## src/rtl/led_pattern_gen.sv

```systemverilog
// Multi-channel active-low LED pattern generator: binary count, one-hot chase, PWM breathe, off.
// Define LED_GAMMA_EN to compare the breathe PWM against a registered square of the brightness.
module led_pattern_gen #(
    parameter int unsigned CHANNELS   = 4,
    parameter int unsigned CLK_HZ     = 48000000,
    parameter int unsigned TICK_HZ    = 1000,
    parameter int unsigned STEP_TICKS = 250,
    parameter int unsigned PWM_BITS   = 8
) (
    input  logic                CLK_48,
    input  logic                RESET_N,
    input  logic [1:0]          mode,
    input  logic                mode_load,
    output logic [CHANNELS-1:0] led_n,
    output logic                tick,
    output logic                step
);

    typedef enum logic [1:0] {
        MODE_BINARY  = 2'd0,
        MODE_CHASE   = 2'd1,
        MODE_BREATHE = 2'd2,
        MODE_OFF     = 2'd3
    } mode_t;

    localparam int unsigned DIV = CLK_HZ / TICK_HZ;
    localparam int unsigned PW  = (DIV > 1) ? $clog2(DIV) : 1;
    localparam int unsigned SW  = (STEP_TICKS > 1) ? $clog2(STEP_TICKS) : 1;

    localparam logic [PW-1:0]       PRESC_MAX  = PW'(DIV - 1);
    localparam logic [SW-1:0]       STEP_MAX   = SW'(STEP_TICKS - 1);
    localparam logic [CHANNELS-1:0] CHASE_LAST = CHANNELS'(CHANNELS - 1);
    localparam logic [PWM_BITS-1:0] B_ONE      = PWM_BITS'(1);
    localparam logic [PWM_BITS-1:0] B_NEAR_TOP = ~B_ONE;

    generate
        if (DIV < 2) begin : g_bad_div
            $error("led_pattern_gen: CLK_HZ/TICK_HZ must be at least 2");
        end
        if (CHANNELS < 1 || CHANNELS > 16) begin : g_bad_channels
            $error("led_pattern_gen: CHANNELS must be within 1..16");
        end
    endgenerate

    mode_t               cur_mode_q, cur_mode_d;
    logic [PW-1:0]       presc_q, presc_d;
    logic [SW-1:0]       step_cnt_q, step_cnt_d;
    logic [CHANNELS-1:0] frame_q, frame_d;
    logic [PWM_BITS-1:0] pwm_q, pwm_d;
    logic [PWM_BITS-1:0] bright_q, bright_d;
    logic                ramp_down_q, ramp_down_d;
    logic [PWM_BITS-1:0] level;
    logic [CHANNELS-1:0] on;
    logic                mode_change;

    assign tick        = (presc_q == PRESC_MAX);
    assign step        = tick && (step_cnt_q == STEP_MAX);
    assign mode_change = mode_load && (mode_t'(mode) != cur_mode_q);

    // NOTE: every variable gets its hold value first so no path leaves it unassigned (no latch).
    always_comb begin
        presc_d     = tick ? '0 : presc_q + 1'b1;
        pwm_d       = pwm_q + 1'b1;
        cur_mode_d  = cur_mode_q;
        step_cnt_d  = step_cnt_q;
        frame_d     = frame_q;
        bright_d    = bright_q;
        ramp_down_d = ramp_down_q;

        // A real mode change restarts the pattern and swallows any coincident advance.
        if (mode_change) begin
            cur_mode_d  = mode_t'(mode);
            step_cnt_d  = '0;
            frame_d     = '0;
            bright_d    = '0;
            ramp_down_d = 1'b0;
        end else if (tick) begin
            step_cnt_d = step ? '0 : step_cnt_q + 1'b1;
            if (step) begin
                if (cur_mode_q == MODE_CHASE && frame_q >= CHASE_LAST)
                    frame_d = '0;
                else
                    frame_d = frame_q + 1'b1;
            end
            if (cur_mode_q == MODE_BREATHE) begin
                // Direction flips as the ramp arrives at an end, giving a 2*(2^PWM_BITS-1) tick period.
                if (!ramp_down_q) begin
                    bright_d = bright_q + 1'b1;
                    if (bright_q == B_NEAR_TOP)
                        ramp_down_d = 1'b1;
                end else begin
                    bright_d = bright_q - 1'b1;
                    if (bright_q == B_ONE)
                        ramp_down_d = 1'b0;
                end
            end
        end
    end

    // NOTE: state registers use non-blocking assignments so every flop samples pre-edge values.
    always_ff @(posedge CLK_48 or negedge RESET_N) begin
        if (!RESET_N) begin
            cur_mode_q  <= MODE_BINARY;
            presc_q     <= '0;
            step_cnt_q  <= '0;
            frame_q     <= '0;
            pwm_q       <= '0;
            bright_q    <= '0;
            ramp_down_q <= 1'b0;
        end else begin
            cur_mode_q  <= cur_mode_d;
            presc_q     <= presc_d;
            step_cnt_q  <= step_cnt_d;
            frame_q     <= frame_d;
            pwm_q       <= pwm_d;
            bright_q    <= bright_d;
            ramp_down_q <= ramp_down_d;
        end
    end

`ifdef LED_GAMMA_EN
    logic [2*PWM_BITS-1:0] bright_wide;
    logic [2*PWM_BITS-1:0] bright_sq;
    logic [PWM_BITS-1:0]   gamma_q;

    assign bright_wide = {{PWM_BITS{1'b0}}, bright_q};
    assign bright_sq   = bright_wide * bright_wide;

    always_ff @(posedge CLK_48 or negedge RESET_N) begin
        if (!RESET_N)
            gamma_q <= '0;
        else
            gamma_q <= PWM_BITS'(bright_sq >> PWM_BITS);
    end

    assign level = gamma_q;
`else
    assign level = bright_q;
`endif

    always_comb begin
        on = '0;
        case (cur_mode_q)
            MODE_BINARY: on = frame_q;
            MODE_CHASE: begin
                for (int i = 0; i < CHANNELS; i++)
                    on[i] = (frame_q == CHANNELS'(i));
            end
            MODE_BREATHE: on = {CHANNELS{pwm_q < level}};
            default:      on = '0;
        endcase
    end

    always_ff @(posedge CLK_48 or negedge RESET_N) begin
        if (!RESET_N)
            led_n <= '1;
        else
            led_n <= ~on;
    end

endmodule
```

## config.mk

```make
export PLATFORM = sky130hd
export DESIGN_NAME = led_pattern_gen
export DESIGN_NICKNAME = d
export VERILOG_FILES = /design/src/rtl/led_pattern_gen.sv
export SDC_FILE = /design/constraint.sdc
export NUM_CORES = 1
export LEC_CHECK = 0
export CAP_MARGIN = 20
export CELL_PAD_IN_SITES_DETAIL_PLACEMENT = 2
export CELL_PAD_IN_SITES_GLOBAL_PLACEMENT = 2
export CORE_MARGIN = 1
export CORE_UTILIZATION = 42
export DETAILED_ROUTE_END_ITERATION = 12
export PLACE_DENSITY = 0.9
export SYNTH_ARGS = -nofsm -noshare
export SYNTH_HDL_FRONTEND = slang
export SYNTH_SLANG_ARGS = --single-unit
```

## constraint.sdc

```tcl
create_clock -name CLK_48 -period 3.3 [get_ports CLK_48]
set_input_delay 0.825 -clock CLK_48 [delete_from_list [all_inputs] [get_ports CLK_48]]
set_output_delay 0.825 -clock CLK_48 [all_outputs]
set_load 0.1 [all_outputs]
```

# After elaboration in Yosys (flattened, before gate mapping)
# Cells that the tools add are included.
# word_totals
inputBits,5
elab_cells,56
register_bits,51
# op_classes
n_bitwise,1
n_lt_le_gt_ge,2
add_sub_neg,6
eq_ne,10
n_reduce_logical,10
n_mux,19
# ops
operator,n
2-to-1 mux 8 bit,7
adder 8 x 1 -> 8 bit (second input constant),3
adder 16 x 1 -> 16 bit (second input constant),1
== test 16 bit (second input constant),1
== test 8 bit (second input constant),2
2-to-1 mux 16 bit,1
2-to-1 mux 4 bit,4
case mux 4 bit (3 select lines),1
== test 4 x 2 -> 1 bit (second input constant),2
== test 8 x 1 -> 1 bit (second input constant),1
< comparator 8 bit,1
subtractor 8 x 1 -> 8 bit (second input constant),1
2-to-1 mux 1 bit,6
nonzero test 2 bit,3
adder 4 x 1 -> 4 bit (second input constant),1
== test 4 x 1 -> 1 bit (second input constant),1
>= comparator 4 x 2 -> 1 bit (second input constant),1
zero test 4 bit,1
inverter 4 bit,1
AND reduction 2 bit,2
logical AND 1 bit,3
== test 2 x 1 -> 1 bit (second input constant),1
== test 2 bit (second input constant),1
zero test 2 bit,1
!= test 2 bit,1

# Logic depth before layout (Yosys ltp)
# Gate-level depths: netlist (run 1).
# depth
ltp_word,6
ltp_mapped,8
mapped_depth_nobuf,7

# Least setup slack after synthesis (run 1)
# Ideal clock, no wire load.
# synth_timing
path_kind,register -> output
startpoint,register presc_q[7]
endpoint,output port tick
path_buffers,1
t_required_ns,2.475
path_stages_with_launch,6
t_arrival_ns,2.363
slack_ns,0.112
cell_sequence,dfrtp_1 nand4b_4 nor4b_4 nand2_2 inv_1 buf_1
# synth_via
elab_chain_cells,1
# synth_lines
item,line_no,source
start: declaration,46,"logic [PW-1:0] presc_q, presc_d;"
start signal: assignment,112,presc_q <= presc_d;
== test 16 bit,56,assign tick = (presc_q == PRESC_MAX);
end: declaration,15,"output logic tick,"
# No other way between the ends.

# Worst setup path in the final report (run 1)
# layout_timing
startpoint,register presc_q[12]
endpoint,output port tick
# Same word-level chain as after synthesis.

==> run summary, run 1 <==
Status -> completed
Worst Path Required -> 2.47 ns
Final RePlAce weighted congestion -> 0.825
Setup Skew -> 0.00989 ns
Core Area -> 6490 um2
Worst-skew pair later-pin latency -> 0.31 ns
Placed wire-length estimate -> 5540 um
Leakage -> 0.00141 uW
Initial antenna violation count -> 0
CTS Hold Bufs -> 0
Min cycle time layout -> 2.94 ns
Asr flop ratio synth -> 100%
Post-Place Worst Slack -> 0.768 ns
GRT busiest layer -> met2
Drt pass-1 iters -> 6
Rows -> 29
Setup bufs post-CTS -> 0
Final Hold Vio Count -> 0
Main area contributors after synthesis -> dfrtp_1 (41%), ha_1 (8.3%), xnor2_1 (4.6%)
Layout area overhead -> 10.7%
Crit path launch type -> register
CTS clk-pin slew, worst paths -> 0.09 ns
CTS tree -> done
CP Max Fanout -> 14
Most frequent cells after synthesis -> dfrtp_1 (47), nor2_1 (30), a21oi_1 (20), nand2_1 (20), ha_1 (19)
Mapped cell area -> 2880 um2
Area of the die -> 7180 um2
Max VDD drop -> 0.161 mV
Post-synthesis cell count -> 299
Ratio of cells with drive above 1 in the final layout -> 11.3%
# DRC -> 0
Routed WL per cell -> 21.9 um
CP Class -> register to primary output
Grt total ovfl -> 0
CP arrival -> 2.11 ns
Global-route wire length before repair -> 14200 um
Crit. End Element -> primary output
Routed Antenna Nets -> 0
Final Slew Violations -> 0
EDFF count, synth -> 0
Vias per std cell -> 5.98
P per Cell Area -> 365 nW/um2
CTS sink count -> 51
Total routed wirelength -> 8510 um
Largest area contributor in the netlist -> dfrtp_1
H-tree levels -> 2
DRT iter0 DRCs -> 103
Relative slew slack -> 40.0%
Initial Utilization -> 44.3%
Total CTS buffers -> 5
Fin worst setup slack -> 0.365 ns
Grt met1 use -> 31.8%
CTS Buffer Depth -> 2
WHS Path Cells -> 1
Vias in the first global route -> 2663
R2R depth -> 7
Post-cts resize count -> 0
Total Neg Setup Slack -> 0 ns
Min-Delay Path Class -> register to register
Max Freq -> 0.341 GHz
Share of synthesized area occupied by flip-flops and latches -> 44.5%
# IOs -> 11
Root buf cell -> clkbuf_8
Yosys Warn Count -> 0
Met3 Usage GRT -> 4.23%
Top-count cell post-synth -> dfrtp_1
Met2 usage -> 47.0%
Slew of the pin with the lowest slew margin -> 0.898 ns
Vert. Die Dim -> 84.8 um
Syn Nets -> 323
Vias -> 2320
Max-cap violations -> 0
Top cell type's share of synthesized area -> 40.9%
Yosys reg bits -> 51
Die Width -> 84.8 um
Post-synth cell types -> 47
Port Buf Inserts -> 10
Aggregate global-route resource usage -> 26.0%
Largest net degree at the start of global routing -> 52
Nets -> 334
Ant. Diodes -> 0
Tcrit/Tclk final -> 88.9%
RSZ-0062 raised after global routing -> false
Main flop type after synthesis -> dfrtp_1
# setup viols final -> 0
Post-Syn Area per Cell -> 9.62 um2
[worst max-delay path, stage by stage (launching register included)]
cell     delay (ns)
dfrtp_1        0.45
and3_1         0.26
and3_1         0.44
nand2_2        0.25
inv_1          0.19
buf_12         0.19
[sequential cells by signal, indices dropped and copies added (netlist names)]
signal and flops:
presc_q 16, bright_q 8, pwm_q 8, step_cnt_q 8, frame_q 4, led_n 4
cur_mode_q 2, ramp_down_q 1
[power by group]
part           switching (uW)  internal (uW)
Combinational            45.9           17.6
Sequential               6.95            629
Clock                     217            246
Total                     270            893
[cells in the final DEF (no fill, tap or decap), drive strengths merged, types with 11 or more instances in the layout]
cell	count
xor2	11
buf	11
inv	15
a21oi	20
nand2	21
ha	19
nor2	30
dfrtp	47
o21ai	13
nand3	18
xnor2	15
[cells by family (layout without fill, tap and decap cells)]
family | Yosys count | after routing | share of synthesized area, %
buf+inv | 25 | 37 | 3.35
fa+ha+maj | 19 | 19 | 8.26
simple gates | 126 | 126 | 24.8
compound gates | 50 | 50 | 10.3
xor+xnor | 26 | 26 | 7.92
flops | 51 | 51 | 44.5
mux | 2 | 2 | 0.783
[through the flow]
| stage | cell area, um2 | hold slack, ns | power, uW | utilization, % | std cells |
|---|---|---|---|---|---|
| CTS | 3190 | 0.495 | 1180 | 49.0 | 388 |
| global placement | 3070 | 0.460 | 709 | 47.2 | 380 |
| detailed placement | 3070 | 0.482 | 712 | 47.2 | 380 |
| floorplan | 2880 | 0.435 | 682 | - | 299 |
| finish | 3190 | 0.485 | 1160 | 49.0 | 388 |
| global route | 3190 | 0.524 | 1200 | 49.0 | 388 |
[cell type report]
| type | instances | area [um2] |
|---|---|---|
| well taps | 77 | 96.3 |
| flip-flops and latches | 51 | 1280 |
| clock buffers | 6 | 82.6 |
| clock inverters | 2 | 35.0 |
| inverters | 15 | 56.3 |
| repair buffers | 14 | 135 |
| multi-input cells | 223 | 1500 |
| fillers | 694 | 3310 |
[final timing paths]
path | from | endpoint | slack (ns)
setup / recovery | presc_q[12] | tick | 0.36
hold / removal | pwm_q[0] | pwm_q[0] | 0.49
setup reg to reg | presc_q[12] | ramp_down_q | 0.89
hold reg to reg | pwm_q[0] | pwm_q[0] | 0.49
max in group asynchronous | RESET_N | presc_q[13] | 2.24
min in group asynchronous | RESET_N | cur_mode_q[0] | 0.62
[layer usage]
| metal | wire length, um | share of wire (%) |
|---|---|---|
| met1 | 3730 | 44 |
| met2 | 4430 | 52 |
| met3 | 189 | 2.2 |
| met4 | 169 | 2.0 |
| met5 | 0 | 0 |
Power figures use the tool's default switching activity.
==> run 2: changes to the inputs <==
--- a/config.mk
+++ b/config.mk
@@ -11,6 +11,7 @@
 export CORE_MARGIN = 1
 export CORE_UTILIZATION = 42
 export DETAILED_ROUTE_END_ITERATION = 12
+export MAX_ROUTING_LAYER = met4
 export PLACE_DENSITY = 0.9
 export SYNTH_ARGS = -nofsm -noshare
 export SYNTH_HDL_FRONTEND = slang
==> run summary, run 2 (synthesis results as in run 1) <==
Ratio of cells with drive above 1 in the final layout -> 11.3%
Most frequent CP cell -> and3_1
CTS clk-pin slew, worst paths -> 0.09 ns
Core Area -> 6490 um2
Max incr delay on CP -> 0.46 ns
Ant. Diodes -> 0
Final Slew Violations -> 0
Setup bufs post-CTS -> 0
Max Freq -> 0.339 GHz
P per Cell Area -> 365 nW/um2
Vias in the first global route -> 2659
Max-cap violations -> 0
Tcrit/Tclk final -> 89.4%
Total routed wirelength -> 8520 um
Initial Utilization -> 44.3%
Placed wire-length estimate -> 5540 um
Grt total ovfl -> 0
CTS Hold Bufs -> 0
# DRC -> 0
Initial antenna violation count -> 0
Total CTS buffers -> 5
Status -> completed
Aggregate global-route resource usage -> 26.8%
Min-Delay Path Class -> register to register
Final RePlAce weighted congestion -> 0.838
Reg with most FFs -> presc_q
Final Hold Vio Count -> 0
Leakage -> 0.00141 uW
Most frequent cells in the layout -> dfrtp_1 (47), nor2_1 (30), nand2_1 (20), a21oi_1 (20), ha_1 (19)
CP arrival -> 2.13 ns
Crit-path cells -> and3_1, and3_1, nand2_2, inv_1, buf_12
CTS tree -> done
Crit. End Element -> primary output
Root buf cell -> clkbuf_8
Largest net degree at the start of global routing -> 52
Fin cells -> 388
CP Class -> register to primary output
Layout area overhead -> 10.7%
Nets -> 334
Slowest-stage cell, CP -> dfrtp_1
Area of the die -> 7180 um2
RSZ-0062 raised after global routing -> false
Slew of the pin with the lowest slew margin -> 0.900 ns
# fillers -> 694
Port Buf Inserts -> 10
Cells after DPL -> 380
Setup Skew -> 0.0109 ns
Rows -> 29
Relative slew slack -> 39.9%
CP Max Fanout -> 14
Drt pass-1 iters -> 6
Vert. Die Dim -> 84.8 um
Post-Place Worst Slack -> 0.768 ns
Vias per std cell -> 5.97
Crit path launch type -> register
# setup viols final -> 0
CP top delay family -> simple AND/OR/NAND/NOR gates
CTS sink count -> 51
# IOs -> 11
Most common cell after layout, fill and taps aside -> dfrtp_1
Vias -> 2318
Max FFs per register -> 16
Global-route wire length before repair -> 14300 um
Fin worst setup slack -> 0.350 ns
Total Neg Setup Slack -> 0 ns
DRT iter0 DRCs -> 118
Worst-skew pair later-pin latency -> 0.31 ns
Routed WL per cell -> 22.0 um
Min cycle time layout -> 2.95 ns
Die Width -> 84.8 um
H-tree levels -> 2
Routed Antenna Nets -> 0
CTS Buffer Depth -> 2
Worst Path Required -> 2.47 ns
Buf/Inv on CP -> 2
Max VDD drop -> 0.161 mV
Post-cts resize count -> 0
[run 2: cell counts in the layout (fill, tap and decap cells not counted)]
Identical to the previous run, type by type.
[run 2: path summary, 6_finish.rpt]
| kind | start | to | slack, ns | depth (start not counted) |
|---|---|---|---|---|
| max | presc_q[12] | tick | 0.35 | 5 |
| min | pwm_q[0] | pwm_q[0] | 0.49 | 1 |
| max reg2reg | presc_q[12] | ramp_down_q | 0.87 | 7 |
| min reg2reg | pwm_q[0] | pwm_q[0] | 0.49 | 1 |
| max in group asynchronous | RESET_N | ramp_down_q | 2.23 | 2 |
| min in group asynchronous | RESET_N | cur_mode_q[0] | 0.62 | 2 |
[run 2: where the power goes]
part / switching, uW / internal [uW]
logic: 45.9 / 17.6
registers: 6.95 / 629
clock network: 217 / 246
total: 270 / 893
[run 2: final cells by class]
cell class	instances	area (um2)	area share (%)
repair buffers	14	135	4.24
well taps	77	96.3	3.02
multi-input cells	223	1500	47.1
inverters	15	56.3	1.77
clock inverters	2	35.0	1.10
flip-flops and latches	51	1280	40.2
clock buffers	6	82.6	2.59
[run 2: routing by layer]
metal,GRT usage (%),part of all wire [%]
met1,32.1,44
met2,46.9,52
met3,4.52,2.0
met4,7.09,1.9
met5,-,0
[run 2: per-stage QoR]
step                utilization (%)  power [uW]  cell area (um2)  hold slack (ns)
floorplan                         -         682             2880            0.435
global placement               47.2         709             3070            0.460
detailed placement             47.2         712             3070            0.482
CTS                            49.0        1180             3190            0.495
global route                   49.0        1200             3190            0.524
finish                         49.0        1160             3190            0.485
